## src/rtl/hvac_sequencer.sv

```systemverilog
// ---------------------------------------------------------------------------
// hvac_sequencer
//
// Purpose:
//   Drives the heater and cooler actuators from a sampled 5-bit temperature.
//
//   - Switching uses hysteresis thresholds.
//   - Every actuation runs for at least MIN_RUN cycles. Dropping enable is a
//     safety override and may cut a run short.
//   - Every actuation is followed by a lockout of exactly MIN_OFF cycles.
//   - Heating and cooling are never driven together. A change of mode always
//     passes through LOCKOUT and then IDLE.
//
// Ports:
//   clk          in   1  system clock, rising edge
//   rst          in   1  synchronous, active-high reset
//   enable       in   1  master enable; 0 forces the actuators off
//   temp_valid   in   1  strobe: temperature is valid this cycle
//   temperature  in   5  unsigned temperature sample
//   heating      out  1  registered heater drive
//   cooling      out  1  registered cooler drive
//   state        out  2  debug state code: IDLE=00 HEAT=01 COOL=10 LOCKOUT=11
// ---------------------------------------------------------------------------
module hvac_sequencer #(
  parameter logic [4:0] HEAT_ON  = 5'd18,
  parameter logic [4:0] HEAT_OFF = 5'd20,
  parameter logic [4:0] COOL_ON  = 5'd22,
  parameter logic [4:0] COOL_OFF = 5'd20,
  parameter int         MIN_RUN  = 8,
  parameter int         MIN_OFF  = 4
) (
  input  logic       clk,
  input  logic       rst,
  input  logic       enable,
  input  logic       temp_valid,
  input  logic [4:0] temperature,
  output logic       heating,
  output logic       cooling,
  output logic [1:0] state
);

  typedef enum logic [1:0] {
    IDLE    = 2'b00,
    HEAT    = 2'b01,
    COOL    = 2'b10,
    LOCKOUT = 2'b11
  } state_e;

  // Terminal counter values. A run ends no earlier than RUN_LAST, and the
  // lockout ends exactly at OFF_LAST.
  localparam logic [7:0] RUN_LAST = 8'(MIN_RUN - 1);
  localparam logic [7:0] OFF_LAST = 8'(MIN_OFF - 1);

  state_e     state_q, state_d;
  logic [7:0] run_cnt_q, run_cnt_d;
  logic [7:0] off_cnt_q, off_cnt_d;
  logic [4:0] temp_q, temp_d;
  logic       have_sample_q, have_sample_d;
  logic       heating_q, heating_d;
  logic       cooling_q, cooling_d;

  // Sample capture.
  // The latest valid temperature is held until the next strobe. This includes
  // strobes that arrive during LOCKOUT, so IDLE always acts on fresh data.
  // have_sample blocks any action between reset and the first real sample.
  always_comb begin
    temp_d        = temp_q;
    have_sample_d = have_sample_q;
    if (temp_valid) begin
      temp_d        = temperature;
      have_sample_d = 1'b1;
    end
  end

  // Sequencer next-state logic.
  //
  // Counters are cleared on the transition into the state that uses them, so
  // the first cycle spent in HEAT, COOL or LOCKOUT always sees a count of 0.
  //
  // The run counter saturates at RUN_LAST. While the off condition is false,
  // the actuator simply stays on with the counter parked at its terminal
  // value. The off condition is only honoured once that value is reached.
  //
  // LOCKOUT ignores enable and temperature. Every actuation therefore ends
  // with a full MIN_OFF rest period.
  always_comb begin
    state_d   = state_q;
    run_cnt_d = run_cnt_q;
    off_cnt_d = off_cnt_q;

    unique case (state_q)
      IDLE: begin
        if (have_sample_q && enable) begin
          if (temp_q <= HEAT_ON) begin
            state_d   = HEAT;
            run_cnt_d = 8'd0;
          end else if (temp_q >= COOL_ON) begin
            state_d   = COOL;
            run_cnt_d = 8'd0;
          end
        end
      end

      HEAT: begin
        if (!enable || ((run_cnt_q == RUN_LAST) && (temp_q >= HEAT_OFF))) begin
          state_d   = LOCKOUT;
          off_cnt_d = 8'd0;
        end else if (run_cnt_q != RUN_LAST) begin
          run_cnt_d = run_cnt_q + 8'd1;
        end
      end

      COOL: begin
        if (!enable || ((run_cnt_q == RUN_LAST) && (temp_q <= COOL_OFF))) begin
          state_d   = LOCKOUT;
          off_cnt_d = 8'd0;
        end else if (run_cnt_q != RUN_LAST) begin
          run_cnt_d = run_cnt_q + 8'd1;
        end
      end

      LOCKOUT: begin
        if (off_cnt_q == OFF_LAST) begin
          state_d = IDLE;
        end else begin
          off_cnt_d = off_cnt_q + 8'd1;
        end
      end

      default: begin
        state_d = IDLE;
      end
    endcase
  end

  // Actuator drives.
  // The drives are decoded from the next state and then registered. As a
  // result, they toggle on the same edge as state_q and come straight from
  // flops. Only one of them can be true for any given state code.
  always_comb begin
    heating_d = (state_d == HEAT);
    cooling_d = (state_d == COOL);
  end

  // State register.
  // Reset aborts any activity immediately and skips the lockout. It also
  // discards the held sample, so the sequencer waits for a new strobe.
  always_ff @(posedge clk) begin
    if (rst) begin
      state_q       <= IDLE;
      run_cnt_q     <= 8'd0;
      off_cnt_q     <= 8'd0;
      temp_q        <= 5'd0;
      have_sample_q <= 1'b0;
      heating_q     <= 1'b0;
      cooling_q     <= 1'b0;
    end else begin
      state_q       <= state_d;
      run_cnt_q     <= run_cnt_d;
      off_cnt_q     <= off_cnt_d;
      temp_q        <= temp_d;
      have_sample_q <= have_sample_d;
      heating_q     <= heating_d;
      cooling_q     <= cooling_d;
    end
  end

  assign heating = heating_q;
  assign cooling = cooling_q;
  assign state   = state_q;

endmodule

```

## config.mk

```make
export PLATFORM = sky130hd
export DESIGN_NAME = hvac_sequencer
export DESIGN_NICKNAME = d
export VERILOG_FILES = /design/src/rtl/hvac_sequencer.sv
export SDC_FILE = /design/constraint.sdc
export NUM_CORES = 1
export LEC_CHECK = 0
export ABC_AREA = 1
export BUFFER_PORTS_ARGS = -buffer_cell sky130_fd_sc_hd__buf_4
export CELL_PAD_IN_SITES_DETAIL_PLACEMENT = 2
export CELL_PAD_IN_SITES_GLOBAL_PLACEMENT = 2
export CORE_UTILIZATION = 35
export DETAILED_ROUTE_END_ITERATION = 10
export HOLD_SLACK_MARGIN = 0.08
export PLACE_DENSITY_LB_ADDON = 0.2
export SLEW_MARGIN = 0
export SYNTH_ARGS = -nofsm -noshare
export SYNTH_HDL_FRONTEND = slang
export SYNTH_SLANG_ARGS = --single-unit
```

## constraint.sdc

```tcl
create_clock -name clk -period 2.7 [get_ports clk]
set_input_delay 0.27 -clock clk [delete_from_list [all_inputs] [get_ports clk]]
set_output_delay 0.27 -clock clk [all_outputs]
set_load 0.01 [all_outputs]
```

==> impl_metrics.ini, run 1 <==
[yosys]
syn_inst = 255
synth_area_leaders = dfxtp_1 31%, nand2_1 15%, nor2_1 8.7%
synth_fp_nets = 270
yosys_register_bits = 26
synth_commonest_cells = 68 x nand2_1, 39 x nor2_1, 26 x dfxtp_1, 25 x inv_1, 18 x a21oi_1
synth.avg_cell_area_um2 = 6.609
synth.most_common_cell = nand2_1
synth-edff-count = 0
synth_seq_area_share_pct = 30.88
synth_warnings = 0
synthArstFlopShare_pct = 0
yosysTopAreaCellShare_pct = 30.88
synthFlopType = dfxtp_1
syn_area_um2 = 1685
synth_largest_area_cell = dfxtp_1
synth_cell_types = 28

[grt]
grt_max_degree = 17
use_met1_pct = 28.00
top_usage_layer = met2
antenna_found_initial = 0
grt_overflow = 0
grt_pass1_vias = 1811
grtUsageMet3_pct = 2.250
grt_first_pass_wirelength_um = 8742
track_usage_pct = 21.71
met2_usage_pct = 38.84

[cells_and_area]
nFillCells = 573
multi_input_area_um2 = 1026
drive_gt1_share_pct = 14.29
finish.utilization_pct = 41.33
seq_area_um2 = 520.5
layout.cells.non_filler = 318
diodes = 0
layout-area-overhead-vs-synth_pct = 10.47
nets = 282

[clock_tree]
h-tree-depth = 1
clk_pin_slew_ps = 100
clkLatencyLatePin_ps = 280
cts_hold_buf = 0
cts_inserted_buffers = 3
ctsResizeCount = 0
clock-sinks = 26
tritoncts = built
post_cts_buffers = 0
clk_path_buf_depth = 2
cts_root_buffer = clkbuf_8

[critical_path]
cp.required_ps = 2920
critical_path.max_fanout = 10
cp-start-kind = flip-flop
path_class = reg -> reg
arrival_ps = 2070
crit_path_end_kind = flip-flop
r2r_start = state[0]
startpoint = state[0]

[floorplan]
die_x_um = 71.39
core_area_um2 = 4504
rows = 24
ioPinCount = 13
dieArea_um2 = 5097
start_util_pct = 37.42
fp.dieH_um = 71.39

[timing]
min_period_ps = 1844
worst_slew_pin_slew_ps = 299.2
hold_violations = 0
setup_violations = 0
finalSetupTns_ps = 0
fmaxAchievable_mhz = 542.2
clock-skew-final_ps = 3.827
relSlewSlack_pct = 79.98
period_share_pct = 68.31
slew_violations = 0
grt_setup_unrepaired = no

[placed_design]
io_buffers = 12
placed_cells = 314
place.gp.congestion = 0.7607
dp_hpwl_um = 3745

[routing]
postRouteAntennaNets = 0
first_pass_iters = 4
drc = 0
initialDrtViolationCount = 75
dr_total_vias = 1686
routedWlPerCell_um = 15.64
vias_per_cell = 5.302
routed_wl_um = 4974

[job]
cap_violations = 0

[power]
p_leak_nw = 0.7434
p_total_w = 0.001069
power.density_nw_per_um2 = 574.3
peakVddDrop_mv = 0.2785

[min_path]
worst_hold_startpoint = temperature[1]
min_path_type = in -> reg

[status]
outcome = finished, final reports clean
==> logic make-up (layout without fill, tap and decap cells) <==
| group | Yosys count | after routing | share of synthesized area [%] |
|---|---|---|---|
| buffers and inverters | 33 | 44 | 8.240 |
| and+or+nand+nor | 158 | 158 | 45.88 |
| DFF | 26 | 26 | 30.88 |
| xor gates and xnor gates | 2 | 2 | 1.040 |
| AOI/OAI and AO/OA | 30 | 30 | 9.502 |
| adders and majority gates | 6 | 6 | 4.454 |
==> area by class of cell <==
cell class | instances | area share [%]
timing repair buffer | 12 | 4.839
tap | 52 | 3.495
clock buffer | 4 | 2.957
multi-input combinational | 196 | 55.11
sequential | 26 | 27.96
inverter | 28 | 5.645
==> power breakdown <==
group / switching [W] / internal [W] / leakage [nW]
Sequential: 0.0000282 / 0.000415 / 0.212
Combinational: 0.000243 / 0.000118 / 0.503
Clock: 0.000134 / 0.000131 / 0.0288
Total: 0.000405 / 0.000664 / 0.743
==> per-layer routing <==
metal  wire length [um]  share of wire, %  vias to the layer above
li1                   -                 -                      843
met1               2352                47                      823
met2               2503                50                       15
met3                 67               1.3                        5
met4                 51               1.0                        0
met5                  0                 0                        -
==> final timing paths <==
| kind | slack, ps | cells past startpoint | to |
|---|---|---|---|
| min | 210 | 3 | temp_q[1] |
| max reg2reg | 860 | 9 | run_cnt_q[1] |
| max | 860 | 9 | run_cnt_q[1] |
| min reg2reg | 500 | 2 | temp_q[2] |
==> metrics by stage <==
step | area, um^2 | setup slack (ps) | hold WS, ps
floorplan | 1685 | 1147 | 385.8
global placement | 1807 | 947.0 | 466.9
detailed placement | 1807 | 902.6 | 488.0
CTS | 1862 | 833.4 | 203.6
global route | 1862 | 597.6 | 201.6
finish | 1862 | 855.7 | 206.3
==> sequential cells by signal, summed over array words and instances (netlist names) <==
signal and count:
cooling 1, off_cnt_q 8, temp_q 5, state 2
have_sample_q 1, run_cnt_q 8, heating 1
==> placed cells by master (no fill, tap or decap), types with 6 or more instances in the layout <==
cell type  netlist  routed
nand2_1         68      68
inv_1           25      25
nand4_1         17      17
nor2_1          39      39
nand3_1         10      10
a21oi_1         18      18
buf_4            2      12
ha_1             6       6
nand2_2          6       6
o21ai_0          7       7
dfxtp_1         26      26
==> critical path, stage by stage, from the launching register on <==
cell and delay, ps:
dfxtp_1 460, inv_1 110, ha_1 360, nand2_1 100, nand2_1 130, nor2_8 240, nand3_4 150, nand2_1 100
nand2_1 50, nor2_1 80
(Power assumes the default switching activity.)
==> inputs of run 2 (changes only) <==
--- a/config.mk
+++ b/config.mk
@@ -9,7 +9,7 @@
 export BUFFER_PORTS_ARGS = -buffer_cell sky130_fd_sc_hd__buf_4
 export CELL_PAD_IN_SITES_DETAIL_PLACEMENT = 2
 export CELL_PAD_IN_SITES_GLOBAL_PLACEMENT = 2
-export CORE_UTILIZATION = 35
+export CORE_UTILIZATION = 33
 export DETAILED_ROUTE_END_ITERATION = 10
 export HOLD_SLACK_MARGIN = 0.08
 export PLACE_DENSITY_LB_ADDON = 0.2
==> constraint.sdc (replaced) <==
create_clock -name clk -period 1.9 [get_ports clk]
set_input_delay 0.19 -clock clk [delete_from_list [all_inputs] [get_ports clk]]
set_output_delay 0.19 -clock clk [all_outputs]
set_load 0.01 [all_outputs]
==> impl_metrics.ini, run 2 (synthesis results as in run 1) <==
[timing]
fmaxAchievable_mhz = 570.6
period_share_pct = 92.25
setup_ws_ps = 147.3
hold_ws_ps = 132.1
clock-skew-final_ps = 5.596
min_period_ps = 1753
relSlewSlack_pct = 80.87
worst_slew_pin_slew_ps = 286.6
setup_violations = 0
slew_violations = 0
hold_violations = 0

[power]
peakVddDrop_mv = 0.6071
power.density_nw_per_um2 = 790.9
p_leak_nw = 0.7692

[grt]
grt_first_pass_wirelength_um = 8321
antenna_found_initial = 0
grt_pass1_vias = 1814
grt_max_degree = 17
track_usage_pct = 19.93
grt_overflow = 0

[clock_tree]
clkLatencyLatePin_ps = 270
clock-sinks = 26
cts_root_buffer = clkbuf_8
clk_pin_slew_ps = 90
post_cts_buffers = 0
tritoncts = built
clk_path_buf_depth = 2
cts_inserted_buffers = 3
h-tree-depth = 1

[routing]
wl_met1_um = 2159
wl_met3_um = 70
vias_per_cell = 4.979
wl_met2_um = 2576
routedWlPerCell_um = 14.36
routed_wl_um = 4839
initialDrtViolationCount = 49
dr_total_vias = 1678
drc = 0
first_pass_iters = 4
maxUsedRoutingLayer = met4
postRouteAntennaNets = 0

[placed_design]
place.gp.congestion = 0.7309
io_buffers = 12
pre_cts_ws_ps = 169.8
dp_hpwl_um = 3736

[cells_and_area]
final_cell_mix = 68 x nand2_1, 39 x nor2_1, 25 x inv_1, 25 x dfxtp_1, 18 x a21oi_1
nFillCells = 633
largestRegisters = off_cnt_q (8), run_cnt_q (8), temp_q (5)
nets = 286
seq_area_um2 = 521.8
drive_gt1_share_pct = 16.30
finish.utilization_pct = 39.84
multi_input_area_um2 = 1033
final_common_cell = nand2_1
layout-area-overhead-vs-synth_pct = 13.88
diodes = 0

[critical_path]
cp.required_ps = 2070
critical_path.max_fanout = 10
reg2reg_depth = 8
cp-start-kind = flip-flop
reg2reg_slack_ps = 150
arrival_ps = 1920
crit_path_end_kind = flip-flop
r2r_start = run_cnt_q[0]
path_class = reg -> reg
r2r_end = off_cnt_q[1]

[floorplan]
die_x_um = 73.47
dieArea_um2 = 5397
core_area_um2 = 4817
start_util_pct = 34.99
fp.dieH_um = 73.47
rows = 25
ioPinCount = 13

[min_path]
worst_hold_startpoint = temperature[3]
min_path_type = in -> reg
hold_depth = 3
hold_end = temp_q[3]

[job]
cap_violations = 0

[status]
outcome = finished, final reports clean
run 2: power by group:
part / leakage (nW) / internal (W) / switching [W] / total (W)
clock network: 0.0288 / 0.000185 / 0.000181 / 0.000367
logic: 0.528 / 0.000180 / 0.000347 / 0.000527
registers: 0.212 / 0.000589 / 0.0000345 / 0.000624
run 2: metal layers:
metal	up-vias	GRT usage (%)
li1	855	-
met1	811	24.18
met2	10	36.80
met3	2	3.292
met4	0	3.846
met5	-	0
run 2: layout make-up:
class | count | area share (%)
clock buffer | 4 | 2.868
inverter | 28 | 5.476
multi-input combinational | 196 | 53.85
sequential | 26 | 27.18
tap | 67 | 4.368
timing repair buffer | 16 | 6.258
run 2: through the flow:
step           cells  power [W]  setup TNS [ps]  cell area [um^2]
2_1_floorplan    255   0.001002               0              1685
3_3_place_gp     333   0.001139               0              1856
3_5_place_dp     333   0.001164               0              1856
4_1_cts          337   0.001542               0              1911
5_1_grt          337   0.001633          -1.027              1919
6_report         337   0.001518               0              1919
run 2: timing repair:
action / in CTS / in global routing
hold buffers: 0 / 0
gates resized for setup: 0 / 3
endpoints found under the setup margin: 0 / 3
run 2: how the worst max path moves through the flow:
stage / startpoint / to / slack [ps] / cells after the start
2_1_floorplan: state[0] / run_cnt_q[7] / 350 / 8
3_3_place_gp: run_cnt_q[0] / off_cnt_q[1] / 250 / 8
3_5_place_dp: run_cnt_q[0] / off_cnt_q[1] / 170 / 8
4_1_cts: run_cnt_q[0] / heating / 110 / 11
5_1_grt: run_cnt_q[0] / off_cnt_q[1] / -1 / 8
6_report: run_cnt_q[0] / off_cnt_q[1] / 150 / 8
run 2: critical path: stages, from the launching register on:
cell and delay (ps):
dfxtp_1 400, ha_2 260, nand3_2 120, nor2_4 150
nand2_1 110, nand3_2 190, nand3_4 160, o21ai_0 180
nor2_1 60
